`config.mk`:
```
export PLATFORM = sky130hd
export DESIGN_NAME = cnn_mul_share_arb_flat
export DESIGN_NICKNAME = d
export VERILOG_FILES = /design/src/rtl/cnn_mul_share_arb_if.sv /design/src/rtl/cnn_mul_share_arb.sv /design/src/flat_wrapper.sv
export SDC_FILE = /design/constraint.sdc
export NUM_CORES = 1
export LEC_CHECK = 0
export CORE_MARGIN = 5
export CORE_UTILIZATION = 45
export CTS_CLUSTER_DIAMETER = 50
export DETAILED_ROUTE_END_ITERATION = 6
export GPL_TIMING_DRIVEN = 0
export PLACE_DENSITY = 0.7
export REMOVE_ABC_BUFFERS = 1
export SYNTH_ARGS = -nofsm -noshare
export SYNTH_HDL_FRONTEND = slang
export SYNTH_SLANG_ARGS = --single-unit
```
`constraint.sdc`:
```
create_clock -name ap_clk -period 6.4 [get_ports ap_clk]
set_clock_uncertainty 0.2 [all_clocks]
set_input_delay 1.28 -clock ap_clk [delete_from_list [all_inputs] [get_ports ap_clk]]
set_output_delay 1.28 -clock ap_clk [all_outputs]
set_load 0.05 [all_outputs]
```
`src/rtl/cnn_mul_share_arb_if.sv`:
```
// Bundle between the conv1 lane controllers (master) and the shared-multiplier arbiter (slave).
// Handshake: an op transfers in any cycle where req_valid[i] & req_ready[i]; req_ready is a
// combinational function of req_valid, so requesters must never derive req_valid from req_ready.
interface cnn_mul_share_arb_if #(
    parameter int NUM_REQ    = 4,
    parameter int DIN0_WIDTH = 9,
    parameter int DIN1_WIDTH = 14,
    parameter int DOUT_WIDTH = 23,
    parameter int PTR_W      = (NUM_REQ > 1) ? $clog2(NUM_REQ) : 1
);
    logic [NUM_REQ-1:0]            req_valid;
    logic [NUM_REQ-1:0]            req_ready;
    logic [NUM_REQ*DIN0_WIDTH-1:0] req_din0;
    logic [NUM_REQ*DIN1_WIDTH-1:0] req_din1;
    logic [NUM_REQ-1:0]            rsp_valid;
    logic [DOUT_WIDTH-1:0]         rsp_dout;
    logic                          busy;
    logic [PTR_W-1:0]              dbg_ptr;

    modport master (
        output req_valid, req_din0, req_din1,
        input  req_ready, rsp_valid, rsp_dout, busy, dbg_ptr
    );

    modport slave (
        input  req_valid, req_din0, req_din1,
        output req_ready, rsp_valid, rsp_dout, busy, dbg_ptr
    );
endinterface

```
`src/rtl/cnn_mul_share_arb.sv`:
```
// Round-robin arbiter time-sharing one signed DIN0 x DIN1 multiplier among NUM_REQ requesters,
// returning each product MUL_STAGES cycles after acceptance with a one-hot requester tag.
module cnn_mul_share_arb #(
    parameter int NUM_REQ    = 4,
    parameter int DIN0_WIDTH = 9,
    parameter int DIN1_WIDTH = 14,
    parameter int DOUT_WIDTH = 23,   // must equal DIN0_WIDTH + DIN1_WIDTH
    parameter int MUL_STAGES = 2
) (
    input  logic                  ap_clk,
    input  logic                  ap_rst_n,
    cnn_mul_share_arb_if.slave    bus
);
    localparam int PTR_W = (NUM_REQ > 1) ? $clog2(NUM_REQ) : 1;

    logic [PTR_W-1:0]             ptr_q, ptr_d;
    logic [NUM_REQ-1:0]           grant;
    logic                         hs;
    logic [PTR_W-1:0]             gidx;
    logic signed [DIN0_WIDTH-1:0] sel_a, a_q;
    logic signed [DIN1_WIDTH-1:0] sel_b, b_q;
    logic [MUL_STAGES-1:0]        v_q;
    logic [NUM_REQ-1:0]           tag_q [MUL_STAGES];
    logic signed [DOUT_WIDTH-1:0] prod;
    logic signed [DOUT_WIDTH-1:0] dout;

    // Pass 0 scans ptr..NUM_REQ-1, pass 1 wraps to 0..ptr-1; first valid wins.
    always_comb begin
        grant = '0;
        hs    = 1'b0;
        gidx  = '0;
        sel_a = '0;
        sel_b = '0;
        for (int p = 0; p < 2; p++) begin
            for (int i = 0; i < NUM_REQ; i++) begin
                if (!hs && bus.req_valid[i] &&
                    ((p == 0) ? (i >= int'(ptr_q)) : (i < int'(ptr_q)))) begin
                    grant[i] = 1'b1;
                    hs       = 1'b1;
                    gidx     = PTR_W'(i);
                    sel_a    = bus.req_din0[i*DIN0_WIDTH +: DIN0_WIDTH];
                    sel_b    = bus.req_din1[i*DIN1_WIDTH +: DIN1_WIDTH];
                end
            end
        end
        if (!ap_rst_n) begin
            grant = '0;
            hs    = 1'b0;
        end
    end

    always_comb begin
        ptr_d = ptr_q;
        if (hs) begin
            ptr_d = (gidx == PTR_W'(NUM_REQ - 1)) ? '0 : gidx + 1'b1;
        end
    end

    // Operand registers load only on acceptance so the product (and rsp_dout) holds when idle.
    always_ff @(posedge ap_clk or negedge ap_rst_n) begin
        if (!ap_rst_n) begin
            ptr_q <= '0;
            a_q   <= '0;
            b_q   <= '0;
            v_q   <= '0;
            for (int s = 0; s < MUL_STAGES; s++) begin
                tag_q[s] <= '0;
            end
        end else begin
            ptr_q    <= ptr_d;
            v_q[0]   <= hs;
            tag_q[0] <= grant;
            if (hs) begin
                a_q <= sel_a;
                b_q <= sel_b;
            end
            for (int s = 1; s < MUL_STAGES; s++) begin
                v_q[s]   <= v_q[s-1];
                tag_q[s] <= tag_q[s-1];
            end
        end
    end

    assign prod = a_q * b_q;

    generate
        if (MUL_STAGES == 1) begin : g_one
            assign dout = prod;
        end else begin : g_multi
            logic signed [DOUT_WIDTH-1:0] prod_q [MUL_STAGES-1];

            always_ff @(posedge ap_clk or negedge ap_rst_n) begin
                if (!ap_rst_n) begin
                    for (int s = 0; s < MUL_STAGES - 1; s++) begin
                        prod_q[s] <= '0;
                    end
                end else begin
                    if (v_q[0]) begin
                        prod_q[0] <= prod;
                    end
                    for (int s = 1; s < MUL_STAGES - 1; s++) begin
                        if (v_q[s]) begin
                            prod_q[s] <= prod_q[s-1];
                        end
                    end
                end
            end

            assign dout = prod_q[MUL_STAGES-2];
        end
    endgenerate

    assign bus.req_ready = grant;
    assign bus.rsp_valid = v_q[MUL_STAGES-1] ? tag_q[MUL_STAGES-1] : '0;
    assign bus.rsp_dout  = dout;
    assign bus.busy      = |v_q;
    assign bus.dbg_ptr   = ptr_q;
endmodule

```
`src/flat_wrapper.sv`:
```
// flat-port wrapper written by rule: the top's interface ports become plain ports
module cnn_mul_share_arb_flat 
#(
    parameter int NUM_REQ    = 4,
    parameter int DIN0_WIDTH = 9,
    parameter int DIN1_WIDTH = 14,
    parameter int DOUT_WIDTH = 23,                                        
    parameter int MUL_STAGES = 2
)
  (ap_clk, ap_rst_n, bus_req_valid, bus_req_din0, bus_req_din1, bus_req_ready, bus_rsp_valid, bus_rsp_dout, bus_busy, bus_dbg_ptr);
  cnn_mul_share_arb_if #(.NUM_REQ(NUM_REQ), .DIN0_WIDTH(DIN0_WIDTH), .DIN1_WIDTH(DIN1_WIDTH), .DOUT_WIDTH(DOUT_WIDTH)) bus_i ();
  input  logic ap_clk;
  input  logic ap_rst_n;
  input wire logic [$bits(bus_i.req_valid)-1:0] bus_req_valid;
  input wire logic [$bits(bus_i.req_din0)-1:0] bus_req_din0;
  input wire logic [$bits(bus_i.req_din1)-1:0] bus_req_din1;
  output wire logic [$bits(bus_i.req_ready)-1:0] bus_req_ready;
  output wire logic [$bits(bus_i.rsp_valid)-1:0] bus_rsp_valid;
  output wire logic [$bits(bus_i.rsp_dout)-1:0] bus_rsp_dout;
  output wire logic [$bits(bus_i.busy)-1:0] bus_busy;
  output wire logic [$bits(bus_i.dbg_ptr)-1:0] bus_dbg_ptr;
  assign bus_i.req_valid = bus_req_valid;
  assign bus_i.req_din0 = bus_req_din0;
  assign bus_i.req_din1 = bus_req_din1;
  assign bus_req_ready = bus_i.req_ready;
  assign bus_rsp_valid = bus_i.rsp_valid;
  assign bus_rsp_dout = bus_i.rsp_dout;
  assign bus_busy = bus_i.busy;
  assign bus_dbg_ptr = bus_i.dbg_ptr;
  cnn_mul_share_arb #(.NUM_REQ(NUM_REQ), .DIN0_WIDTH(DIN0_WIDTH), .DIN1_WIDTH(DIN1_WIDTH), .DOUT_WIDTH(DOUT_WIDTH), .MUL_STAGES(MUL_STAGES)) u_core (.ap_clk(ap_clk), .ap_rst_n(ap_rst_n), .bus(bus_i));
endmodule
```
==> results.yml, run 1 <==
timing:
  worstMarginPinSlew_ns: 1.36
  maxSlewViolCount: 0
  fin_crit_sh_pct: 86.5
  holdWs_ns: 0.152
  rsz0062_at_grt: "no"
  clock.fmax_mhz: 181
  slew-limit-headroom_pct: 9.18
  setup_viol: 0
  fin_crit_ns: 5.53
  finalSetupTns_ns: 0
  hold_viol_final: 0
logic_synthesis:
  synth_fa_ha_area_share_pct: 38.0
  ys_top_cells_by_area: "fa_1 (30%), dfrtp_1 (20%), ha_1 (8.4%), and2_1 (5.5%), inv_1 (4.9%)"
  synth_top_area_share_pct: 29.6
  synth_edf_count: 0
  netlist_area_mm2: 0.00711
  synth_compound_area_share_pct: 16.1
  ys_types: 49
  yosys.area_share.simple_pct: 12.8
  synthTopCellsByCount: "fa_1 (105), inv_1 (92), nand2_1 (84)"
  synth_seq_cells: 58
  ys_seq_area_share_pct: 20.4
  synth_area_per_cell_um2: 10.1
  async_reset_ff_share_pct: 100
  synthMuxAreaShare_pct: 2.59
  synth_most_common_cell: "fa_1"
  synthXorXnorAreaFrac_pct: 2.59
  synthFlopType: "dfrtp_1"
  synth_top_family_by_area: "adder cells"
  yosys.area.top_type: "fa_1"
  synthCells: 707
  ys.warnings.count: 0
critical_path:
  worstPathArrival_ns: 4.05
  worstPathRequired_ns: 4.92
  crit_type: "input pin to primary output"
  critPathLaunchType: "input pin"
  crit_path_max_fanout: 26
  critPathCaptureType: "primary output"
global_route:
  grt_pass1_wl_um: 28300
  antenna_found_initial: 0
  grt_pass1_vias: 5963
  grt_max_degree: 64
  grt_overflow: 0
  track_usage_pct: 19.1
drt:
  dr.first_iter.drc_count: 174
  dr.pass1.iters: 4
  avgViaCountPerCell: 5.28
  postRouteAntennaNets: 0
  vias: 5438
  drc: 0
  routed_wl_um: 16500
  wl_per_cell_um: 16.1
hold_path:
  min_path_type: "register to register"
clock_network:
  cts_buffer_depth: 2
  clock-sinks: 58
  cts-root-buf: "clkbuf_16"
  cts_setup_buffers: 0
  numCtsBuffers: 9
  htreeDepth: 3
  clock_latency_ns: 0.34
  cts-resized-gates: 0
  clk_pin_slew_ns: 0.06
  ctsHoldBuffers: 0
  cts_tree: "built"
cells_and_area:
  nNetsFinal: 1059
  syn_to_final_growth_pct: 24.7
  final_util_pct: 56.5
  drive_gt1_share_pct: 8.00
  final_cell_area_mm2: 0.00887
  antenna_cells: 0
floorplan:
  die_area_mm2: 0.0184
  core_area_mm2: 0.0157
  die_w_um: 136
  rows: 46
  io_pins: 132
  start_util_pct: 45.3
  fp.dieH_um: 136
power_and_ir_drop:
  leakage_nw: 4.22
  ir_drop_v: 0.000393
  power_mw: 4.85
  cellPowerDensity_mw_per_mm2: 547
placed_design:
  hpwl_um: 13200
  io_buffers: 131
  gp_congestion: 0.854
  postPlaceCellArea_mm2: 0.00854
run:
  maxCapViolCount: 0
status:
  status: "finished clean"
## power by group
part / switching [mW] / total, mW / internal, mW / leakage (nW)
logic: 2.08 / 3.67 / 1.60 / 3.34
clock network: 0.193 / 0.537 / 0.344 / 0.156
registers: 0.150 / 0.640 / 0.490 / 0.722
total: 2.42 / 4.85 / 2.43 / 4.22
## worst max-delay path, stage by stage
cell and delay (ns):
clkdlybuf4s50_1 0.55, nor2b_1 0.22, o21ai_1 0.13, and3_1 0.80
and2_1 0.25, clkdlybuf4s50_1 0.82
## placed cells by master (no fill, tap or decap), drive strengths merged, types with 2 or more instances in the layout
master         synthesis  routed
clkdlybuf4s50          0     130
fa                   105     105
inv                   92      93
nand2                 84      84
and2                  63      63
dfrtp                 58      58
ha                    48      48
o21ai                 35      35
a221oi                24      24
a22o                  23      23
nor2                  19      19
a21oi                 19      19
xnor2                 16      16
mux2                  16      16
a21o                  10      10
clkbuf                32       9
nor2b                  5       5
xor2                   5       5
a211oi                 5       5
nand3                  4       4
nand4                  4       4
o22ai                  3       3
and3                   3       3
o21bai                 3       3
clkinv                 0       3
buf                   11       3
nand2b                 2       2
o211ai                 2       2
or3                    2       2
bufinv                 0       2
a41oi                  2       2
o31ai                  2       2
## cell families (layout without fill, tap and decap cells)
logic type | Yosys count | count (layout)
fa+ha+maj | 153 | 153
xor+xnor | 21 | 21
simple gates | 188 | 188
buf+inv | 135 | 241
flops | 58 | 58
compound gates | 136 | 136
mux | 16 | 16
## metrics by stage
step           setup WS [ns]  std cells
2_1_floorplan           1.43        664
3_3_place_gp          -0.338       1011
3_5_place_dp           0.851       1013
4_1_cts                0.834       1029
5_1_grt                0.514       1029
6_report               0.865       1029
## flip-flops by register name (all words and copies together) (netlist names)
register             count
u_core.b_q              14
u_core.v_q               2
u_core.tag_q             8
u_core.bus.dbg_ptr       2
u_core.bus.rsp_dout     23
u_core.a_q               9
## path summary, 6_finish.rpt
kind / from / endpoint / slack (ns) / cells after the start
worst min register to register: u_core.tag_q[6] / u_core.tag_q[2] / 0.15 / 0
worst max-delay path: bus_req_valid[2] / bus_req_ready[1] / 0.87 / 6
worst min-delay path: u_core.tag_q[6] / u_core.tag_q[2] / 0.15 / 0
min in group asynchronous: ap_rst_n / u_core.bus.rsp_dout[22] / 0.82 / 1
worst max register to register: u_core.a_q[0] / u_core.bus.rsp_dout[21] / 0.87 / 16
max in group asynchronous: ap_rst_n / u_core.a_q[6] / 4.65 / 1
## final cells by class
type	count	area (um^2)
well taps	216	270
clock inverters	7	103
inverters	92	345
repair buffers	133	1340
clock buffers	9	225
fillers	1325	6840
flip-flops and latches	58	1450
multi-input cells	514	5140
## per-layer routing
metal	GRT usage, %	part of all wire (%)	routed length (um)
met1	23.2	40	6540
met4	7.50	1.9	317
met5	0	0	0
met3	3.57	5.4	896
met2	33.7	53	8780
(Power assumes the default switching activity.)
==> inputs of run 2 (changes only) <==
--- a/config.mk
+++ b/config.mk
@@ -7,9 +7,9 @@
 export LEC_CHECK = 0
 export CORE_MARGIN = 5
-export CORE_UTILIZATION = 45
+export CORE_UTILIZATION = 55
 export CTS_CLUSTER_DIAMETER = 50
 export DETAILED_ROUTE_END_ITERATION = 6
 export GPL_TIMING_DRIVEN = 0
-export PLACE_DENSITY = 0.7
+export PLACE_DENSITY = 0.83
 export REMOVE_ABC_BUFFERS = 1
 export SYNTH_ARGS = -nofsm -noshare
--- a/constraint.sdc
+++ b/constraint.sdc
@@ -3,3 +3,3 @@
 set_input_delay 1.28 -clock ap_clk [delete_from_list [all_inputs] [get_ports ap_clk]]
 set_output_delay 1.28 -clock ap_clk [all_outputs]
-set_load 0.05 [all_outputs]
+set_load 0.02 [all_outputs]
==> results.yml, run 2 (synthesis results as in run 1) <==
timing:
  fin_crit_ns: 5.63
  rsz0062_at_grt: "no"
  hold_viol_final: 0
  slew-limit-headroom_pct: 7.60
  worstMarginPinSlew_ns: 1.39
  clock.fmax_mhz: 178
  setup_viol: 0
  fin_crit_sh_pct: 88.0
  maxSlewViolCount: 0
floorplan:
  rows: 41
  core_area_mm2: 0.0127
  start_util_pct: 56.1
  io_pins: 132
  die_area_mm2: 0.0153
  die_w_um: 124
  fp.dieH_um: 124
placed_design:
  hpwl_um: 13500
  io_buffers: 131
  gp_congestion: 0.899
clock_network:
  cts_buffer_depth: 2
  clock-sinks: 58
  htreeDepth: 3
  cts_setup_buffers: 0
  cts-root-buf: "clkbuf_16"
  cts_tree: "built"
  numCtsBuffers: 9
  clock_latency_ns: 0.35
  clk_pin_slew_ns: 0.06
  ctsHoldBuffers: 0
  cts-resized-gates: 0
cells_and_area:
  mostFrequentLayoutCells: "clkdlybuf4s50_1 (130), fa_1 (105), inv_1 (92)"
  largest_reg_flops: 23
  fillers: 933
  final_common_cell: "clkdlybuf4s50_1"
  nNetsFinal: 1059
  drive_gt1_share_pct: 8.00
  syn_to_final_growth_pct: 23.9
  final_util_pct: 69.6
  antenna_cells: 0
global_route:
  grt_pass1_vias: 6188
  antenna_found_initial: 0
  grt_max_degree: 64
  grt_pass1_wl_um: 29000
  track_usage_pct: 24.4
  grt_overflow: 0
critical_path:
  cp_num_buf_inv: 3
  critPathCaptureType: "register"
  path_cells: "nand2_1, fa_1, inv_1, fa_1, ha_1, inv_1, fa_1, inv_1, ha_1, ha_1, fa_1, a211oi_2, o21ai_2, a221oi_2, o21ai_1, xor2_1, mux2_4"
  slowest_stage: "dfrtp_1"
  worstPathRequired_ns: 6.43
  cpPeakStageDelay_ns: 0.70
  worstPathArrival_ns: 5.66
  crit_top_cell: "fa_1"
  crit_path_max_fanout: 15
  crit_type: "register to register"
  critPathLaunchType: "register"
  cp_top_family: "adder cells"
drt:
  routed_wl_um: 17700
  avgViaCountPerCell: 5.78
  wl_per_cell_um: 17.9
  postRouteAntennaNets: 0
  drc: 0
  dr.first_iter.drc_count: 402
  dr.pass1.iters: 6
  vias: 5689
power_and_ir_drop:
  cellPowerDensity_mw_per_mm2: 538
  leakage_nw: 4.22
  ir_drop_v: 0.000327
  power_mw: 4.75
run:
  maxCapViolCount: 0
hold_path:
  min_path_type: "register to register"
status:
  status: "finished clean"
==> run 2: cell count changes in the layout (fill, tap and decap cells not counted), sizes merged <==
cell,before,now
clkinv,3,1
clkinvlp,1,2
inv,93,94
==> run 2: per-layer routing <==
layer / routed length, um / vias up / part of all wire, % / global-route usage [%]
met5: 0 / - / 0 / 0
met4: 672 / 0 / 3.8 / 11.6
met3: 1140 / 68 / 6.4 / 4.04
met2: 9410 / 241 / 53 / 44.0
met1: 6440 / 2850 / 36 / 28.1
li1: - / 2530 / - / -
==> run 2: where the power goes <==
| part | internal [mW] | leakage, nW | switching [mW] |
|---|---|---|---|
| registers | 0.489 | 0.722 | 0.154 |
| logic | 1.62 | 3.34 | 1.94 |
| clock network | 0.344 | 0.153 | 0.206 |
==> run 2: final timing paths <==
path	from	cells past startpoint	slack [ns]	end
setup / recovery	u_core.a_q[0]	17	0.77	u_core.bus.rsp_dout[21]
hold / removal	u_core.tag_q[7]	0	0.15	u_core.tag_q[3]
setup reg to reg	u_core.a_q[0]	17	0.77	u_core.bus.rsp_dout[21]
hold reg to reg	u_core.tag_q[7]	0	0.15	u_core.tag_q[3]
max in group asynchronous	ap_rst_n	1	4.65	u_core.b_q[7]
min in group asynchronous	ap_rst_n	1	0.79	u_core.bus.rsp_dout[19]
==> run 2: through the flow <==
step / TNS [ns] / cells / hold WS [ns] / worst slack (ns) / area, um^2
6_report: 0 / 985 / 0.147 / 0.768 / 8820
5_1_grt: 0 / 985 / 0.158 / 0.548 / 8820
3_3_place_gp: -4.71 / 967 / 0.131 / -0.294 / 8450
3_5_place_dp: 0 / 969 / 0.137 / 0.809 / 8490
4_1_cts: 0 / 985 / 0.150 / 0.795 / 8820
2_1_floorplan: 0 / 664 / 0.131 / 1.43 / 6920
==> run 2: area by class of cell <==
cell class	instances	area (um^2)	share of cell area (%)
Inverter	92	345	3.92
Timing Repair Buffer	133	1340	15.2
Tap cell	172	215	2.44
Multi-Input combinational cell	514	5140	58.3
Sequential cell	58	1450	16.5
Clock inverter	7	101	1.15
Clock buffer	9	225	2.55
